$ cat src/rtl/npu_pkg.sv
// rtl/npu_pkg.sv - shared sizing helpers and pixel type for the NPU window datapath
//
// Contents:
//   PIXEL_W            default pixel width used by pixel_t
//   pixel_t            pixel type at the default width
//   clog2_safe()       ceil(log2(n)), never below 1 so 1- and 2-entry ranges still get a bit
//   win_w()            width of a flattened K x K window of BIT_DEPTH pixels
//   windows_per_frame  number of stride-aligned windows in a ROWS x COLS frame
package npu_pkg;

  localparam int PIXEL_W = 8;

  typedef logic [PIXEL_W-1:0] pixel_t;

  function automatic int clog2_safe(input int n);
    return (n <= 2) ? 1 : $clog2(n);
  endfunction

  function automatic int win_w(input int k, input int bit_depth);
    return k * k * bit_depth;
  endfunction

  function automatic int windows_per_frame(input int rows, input int cols,
                                           input int k, input int stride);
    return ((rows - k) / stride + 1) * ((cols - k) / stride + 1);
  endfunction

endpackage

$ cat src/rtl/line_store.sv
// rtl/line_store.sv - K-1 row history of the image, one entry per column
//
// Ports:
//   clk_i   clock
//   we_i    write strobe: shift column col_i up one row and insert din_i at the bottom
//   col_i   column being read and written
//   din_i   incoming pixel (becomes the newest row)
//   rd_o    all K-1 stored rows at column col_i, row i at bits [i*BIT_DEPTH +: BIT_DEPTH],
//           row 0 is the oldest; reflects contents before this cycle's write
module line_store
  import npu_pkg::*;
#(
  parameter  int BIT_DEPTH = 8,
  parameter  int COLS      = 28,
  parameter  int K         = 3,
  localparam int COL_W     = clog2_safe(COLS)
) (
  input  logic                         clk_i,
  input  logic                         we_i,
  input  logic [COL_W-1:0]             col_i,
  input  logic [BIT_DEPTH-1:0]         din_i,
  output logic [(K-1)*BIT_DEPTH-1:0]   rd_o
);

  // No reset: stale contents are never used because emission waits for K-1 fresh rows.
  logic [BIT_DEPTH-1:0] mem_q [K-1][COLS];

  always_ff @(posedge clk_i) begin
    if (we_i) begin
      for (int i = 0; i < K - 2; i++) begin
        mem_q[i][col_i] <= mem_q[i+1][col_i];
      end
      mem_q[K-2][col_i] <= din_i;
    end
  end

  always_comb begin
    rd_o = '0;
    for (int i = 0; i < K - 1; i++) begin
      rd_o[i*BIT_DEPTH +: BIT_DEPTH] = mem_q[i][col_i];
    end
  end

endmodule

$ cat src/rtl/conv_window_buffer.sv
// rtl/conv_window_buffer.sv - streaming K x K sliding-window generator with stride and backpressure
//
// Ports:
//   clk         clock
//   rst_n       synchronous active-low reset
//   clr         synchronous frame restart (counters and output flags; window data held)
//   in_valid    pixel valid
//   in_ready    pixel accepted when in_valid && in_ready
//   in_data     pixel, raster order
//   out_valid   window valid
//   out_ready   consumer ready
//   out_window  element (i,j) at [(i*K+j)*BIT_DEPTH +: BIT_DEPTH], i=0 top row, j=0 left column
//   out_row     image row of the window's top-left element
//   out_col     image column of the window's top-left element
//   out_last    final window of the frame
module conv_window_buffer
  import npu_pkg::*;
#(
  parameter  int BIT_DEPTH = 8,
  parameter  int COLS      = 28,
  parameter  int ROWS      = 28,
  parameter  int K         = 3,
  parameter  int STRIDE    = 1,
  localparam int WIN_W     = win_w(K, BIT_DEPTH),
  localparam int ROW_W     = clog2_safe(ROWS),
  localparam int COL_W     = clog2_safe(COLS)
) (
  input  logic                 clk,
  input  logic                 rst_n,
  input  logic                 clr,
  input  logic                 in_valid,
  output logic                 in_ready,
  input  logic [BIT_DEPTH-1:0] in_data,
  output logic                 out_valid,
  input  logic                 out_ready,
  output logic [WIN_W-1:0]     out_window,
  output logic [ROW_W-1:0]     out_row,
  output logic [COL_W-1:0]     out_col,
  output logic                 out_last
);

  logic [ROW_W-1:0] row_q, row_d;
  logic [COL_W-1:0] col_q, col_d;
  logic [WIN_W-1:0] win_q, win_d;

  logic             out_valid_q;
  logic             out_last_q;
  logic [ROW_W-1:0] out_row_q;
  logic [COL_W-1:0] out_col_q;
  logic [WIN_W-1:0] out_window_q;

  logic                       accept;
  logic                       emit;
  logic                       row_ok, col_ok, is_last;
  logic [ROW_W-1:0]           row_off;
  logic [COL_W-1:0]           col_off;
  logic [(K-1)*BIT_DEPTH-1:0] line_rd;

  // Single output register: a pending window only blocks input while it is not being taken.
  assign in_ready = !out_valid_q || out_ready;
  assign accept   = in_valid && in_ready;

  line_store #(
    .BIT_DEPTH (BIT_DEPTH),
    .COLS      (COLS),
    .K         (K)
  ) u_line_store (
    .clk_i (clk),
    .we_i  (accept && rst_n && !clr),
    .col_i (col_q),
    .din_i (in_data),
    .rd_o  (line_rd)
  );

  // Window shifts left; the new right column is the stored history above this pixel plus the pixel.
  always_comb begin
    win_d = win_q;
    for (int i = 0; i < K; i++) begin
      for (int j = 0; j < K - 1; j++) begin
        win_d[(i*K+j)*BIT_DEPTH +: BIT_DEPTH] = win_q[(i*K+j+1)*BIT_DEPTH +: BIT_DEPTH];
      end
    end
    for (int i = 0; i < K - 1; i++) begin
      win_d[(i*K+K-1)*BIT_DEPTH +: BIT_DEPTH] = line_rd[i*BIT_DEPTH +: BIT_DEPTH];
    end
    win_d[((K-1)*K+K-1)*BIT_DEPTH +: BIT_DEPTH] = in_data;
  end

  // Raster position of the next pixel; wraps at frame end so frames can run back-to-back.
  always_comb begin
    row_d = row_q;
    col_d = col_q + 1'b1;
    if (col_q == COL_W'(COLS - 1)) begin
      col_d = '0;
      row_d = (row_q == ROW_W'(ROWS - 1)) ? '0 : row_q + 1'b1;
    end
  end

  // STRIDE is 1 or 2, so stride alignment reduces to the offset's LSB.
  assign row_off = row_q - ROW_W'(K - 1);
  assign col_off = col_q - COL_W'(K - 1);
  assign row_ok  = (row_q >= ROW_W'(K - 1)) && ((STRIDE == 1) || !row_off[0]);
  assign col_ok  = (col_q >= COL_W'(K - 1)) && ((STRIDE == 1) || !col_off[0]);
  assign is_last = (row_q == ROW_W'(ROWS - 1)) && (col_q == COL_W'(COLS - 1));
  assign emit    = accept && row_ok && col_ok;

  always_ff @(posedge clk) begin
    if (!rst_n) begin
      row_q        <= '0;
      col_q        <= '0;
      win_q        <= '0;
      out_valid_q  <= 1'b0;
      out_last_q   <= 1'b0;
      out_row_q    <= '0;
      out_col_q    <= '0;
      out_window_q <= '0;
    end else if (clr) begin
      row_q       <= '0;
      col_q       <= '0;
      out_valid_q <= 1'b0;
      out_last_q  <= 1'b0;
      out_row_q   <= '0;
      out_col_q   <= '0;
    end else begin
      if (accept) begin
        row_q <= row_d;
        col_q <= col_d;
        win_q <= win_d;
      end
      if (emit) begin
        out_valid_q  <= 1'b1;
        out_window_q <= win_d;
        out_row_q    <= row_off;
        out_col_q    <= col_off;
        out_last_q   <= is_last;
      end else if (out_ready) begin
        out_valid_q <= 1'b0;
      end
    end
  end

  assign out_valid  = out_valid_q;
  assign out_window = out_window_q;
  assign out_row    = out_row_q;
  assign out_col    = out_col_q;
  assign out_last   = out_last_q;

endmodule

$ cat config.mk
export PLATFORM = sky130hd
export DESIGN_NAME = conv_window_buffer
export DESIGN_NICKNAME = d
export VERILOG_FILES = /design/src/rtl/npu_pkg.sv /design/src/rtl/line_store.sv /design/src/rtl/conv_window_buffer.sv
export SDC_FILE = /design/constraint.sdc
export NUM_CORES = 1
export LEC_CHECK = 0
export ABC_AREA = 0
export CORE_ASPECT_RATIO = 0.75
export CORE_MARGIN = 2
export CORE_UTILIZATION = 40
export CTS_CLUSTER_DIAMETER = 50
export DETAILED_ROUTE_END_ITERATION = 8
export PLACE_DENSITY = 0.59
export SLEW_MARGIN = 20
export SYNTH_ARGS = -nofsm -noshare
export SYNTH_HDL_FRONTEND = slang
export SYNTH_SLANG_ARGS = --single-unit
$ cat constraint.sdc
create_clock -name clk -period 3.3 [get_ports clk]
set_clock_uncertainty 0.05 [all_clocks]
set_input_delay 0.99 -clock clk [delete_from_list [all_inputs] [get_ports clk]]
set_output_delay 0.99 -clock clk [all_outputs]
set_load 0.02 [all_outputs]
==> flow_metrics.env <==
export IMPL_grtUsageTotal=0.201
export IMPL_numCtsBuffers=53
export IMPL_final_nets=1689
export IMPL_r2r_cells=7
export IMPL_status="complete, no violations"
export IMPL_max_vdd_ir_drop_mv=0.441
export IMPL_first_pass_iters=5
export IMPL_endpoint_kind="output port"
export IMPL_r2r_end="u_line_store.mem_q[0][175]$_DFFE_PP_"
export IMPL_syn_cell_area_um2=22800
export IMPL_syn_mean_instance_area_um2=15.6
export IMPL_worst_skew_pair_late_latency_ns=0.58
export IMPL_internal_power_w=0.0112
export IMPL_vias=13256
export IMPL_cts_tree="yes"
export IMPL_dp_slack_ns=0.115
export IMPL_drv_slew=0
export IMPL_yosys_area_top_type="edfxtp_1"
export IMPL_syn2layout_area_growth_pct=19.0
export IMPL_start_util=0.406
export IMPL_synth_top_area_share=0.589
export IMPL_r2r_start="col_q[0]$_SDFFE_PP0P_"
export IMPL_coreArea_um2=56200
export IMPL_grt_first_pass_wirelength_mm=87.2
export IMPL_grt_start_max_net_pins=76
export IMPL_layout_drive_gt1_share=0.184
export IMPL_clk_path_buf_depth=3
export IMPL_hold_viol=0
export IMPL_cts_max_level=2
export IMPL_vias_per_cell=5.44
export IMPL_clkSlewWorstSetupHoldPaths_ns=0.07
export IMPL_max_freq_mhz=315
export IMPL_post_route_drc_count=0
export IMPL_p_seq_frac=0.565
export IMPL_synth_edff_count=448
export IMPL_post_cts_resized=0
export IMPL_drt_total_wl_mm=58.9
export IMPL_yosys_cell_count_top_type="edfxtp_1"
export IMPL_fp_dieW_um=280
export IMPL_dieArea_um2=59000
export IMPL_synth_fp_nets=1485
export IMPL_ys_seq_elements=590
export IMPL_dp_hpwl_mm=39.0
export IMPL_grt_overflow=0
export IMPL_r2r_slack_ns=0.32
export IMPL_yosysSeqAreaShare=0.714
export IMPL_pin_count=98
export IMPL_slew_headroom=0.315
export IMPL_dp_cells=2342
export IMPL_synth_common_cells="edfxtp_1 (448), nand2_1 (215), dfxtp_1 (142), a21boi_0 (87), mux2i_1 (76)"
export IMPL_die_h_um=211
export IMPL_synth_ff_type="edfxtp_1"
export IMPL_start_kind="primary input"
export IMPL_cp_arrival_ns=2.14
export IMPL_worst_pin_slew_ns=1.02
export IMPL_swShare=0.211
export IMPL_finalSetupViolCount=0
export IMPL_hold_path_depth=2
export IMPL_final_cells=2438
export IMPL_hold_buffers=0
export IMPL_async_flop_share=0
export IMPL_drt_iter0_markers=1460
export IMPL_io_buffers=97
export IMPL_critPathMaxFanout=2
export IMPL_rsz0062_at_grt="false"
export IMPL_p_clk_frac=0.401
export IMPL_post_route_min_period_ns=3.18
export IMPL_routedWlPerCell_um=24.2
export IMPL_yosysUniqueCellTypes=66
export IMPL_maxCapViolCount=0
export IMPL_path_class="in -> out"
export IMPL_gp_congestion=0.827
export IMPL_clock_sinks=590
export IMPL_root_buffer="clkbuf_16"
export IMPL_rows=75
export IMPL_grt_pass1_vias=12940
export IMPL_netlist_instances=1462
export IMPL_p_switching_w=0.00301
export IMPL_hold_start="win_q[34]$_SDFFE_PN0P_"
export IMPL_fin_crit_sh=0.963
export IMPL_holdPathEnd="out_window[26]$_SDFFE_PN0P_"
export IMPL_antenna_found_initial=1
export IMPL_layout_setup_ws_ns=0.122
export IMPL_comb_power_share=0.034
export IMPL_cts_setup_buffers=0
export IMPL_hold_path_class="reg -> reg"
export IMPL_ant_nets=0
export IMPL_total_power_w=0.0142
export IMPL_yosysWarnings=0
export IMPL_power_density_nw_per_um2=524
export IMPL_crit_required_ns=2.26
export IMPL_leakagePower_nw=8.62
export IMPL_tns_ns=0
export IMPL_synth_area_top_cells="edfxtp_1 (59%), dfxtp_1 (12%), mux4_2 (6.8%)"
power groups by stage:
stage               Combinational [W]  Sequential [W]  Clock, W
floorplan                    0.000255         0.00819         0
global placement             0.000478         0.00820         0
detailed placement           0.000486         0.00820         0
CTS                          0.000488         0.00804   0.00580
global route                 0.000525         0.00804   0.00612
finish                       0.000486         0.00804   0.00570
how the worst max path moves through the flow:
stage / start / end / slack, ns
after global routing: out_ready / in_ready / 0.08
after global placement: out_ready / in_ready / 0.09
after detailed placement: out_ready / in_ready / 0.12
after floorplan: out_ready / u_line_store.mem_q[0][104]$_DFFE_PP_ / 0.1
after CTS: out_ready / in_ready / 0.12
final: out_ready / in_ready / 0.12
worst max-delay path, stage by stage:
cell,delay (ns)
clkdlybuf4s50_1,0.45
nor2b_1,0.05
inv_1,0.05
clkdlybuf4s50_1,0.59
metrics by stage:
stage | area [um2] | util | hold slack, ns
detailed placement | 25600 | 0.456 | 0.408
global placement | 25600 | 0.456 | 0.401
global route | 27200 | 0.483 | 0.430
finish | 27200 | 0.483 | 0.414
floorplan | 22800 | - | 0.391
CTS | 27200 | 0.483 | 0.417
flip-flops by register name, indices dropped and copies added (netlist names):
name                flops
u_line_store.mem_q    448
out_window             72
win_q                  48
col_q                   5
out_col                 5
out_row                 5
row_q                   5
out_last                1
out_valid               1
layout by cell type (no fill, tap or decap), drive strengths merged, types with 23 or more instances in the layout:
cell type / n
o21ai: 23
edfxtp: 448
nor2: 66
a21oi: 34
clkbuf: 69
clkdlybuf4s50: 96
nand2: 215
mux2i: 76
mux4: 72
nand3: 25
a21boi: 88
dfxtp: 142
buf: 139
cell type report:
type,instances,area (um2)
Multi-Input combinational cell,769,6050
Fill cell,4810,29100
Antenna cell,1,2.50
Sequential cell,590,16300
Clock inverter,26,153
Clock buffer,69,1390
Inverter,17,63.8
Tap cell,731,915
Timing Repair Buffer,235,2280
metal layers:
metal / GRT usage / wire length, um
met4: 0.0332 / 786
met1: 0.314 / 28000
met3: 0.0577 / 5430
met5: 0.00827 / 62
met2: 0.279 / 24700
cell families after synthesis:
kind of cell,count (synthesis),synth area share
muxes,167,0.114
AOI/OAI and AO/OA,232,0.0745
adders and majority gates,10,0.00548
xor gates and xnor gates,8,0.00307
DFF,590,0.714
buffers and inverters,103,0.0223
and+or+nand+nor,352,0.0666
Note: power is estimated with default switching activity, not from simulation.
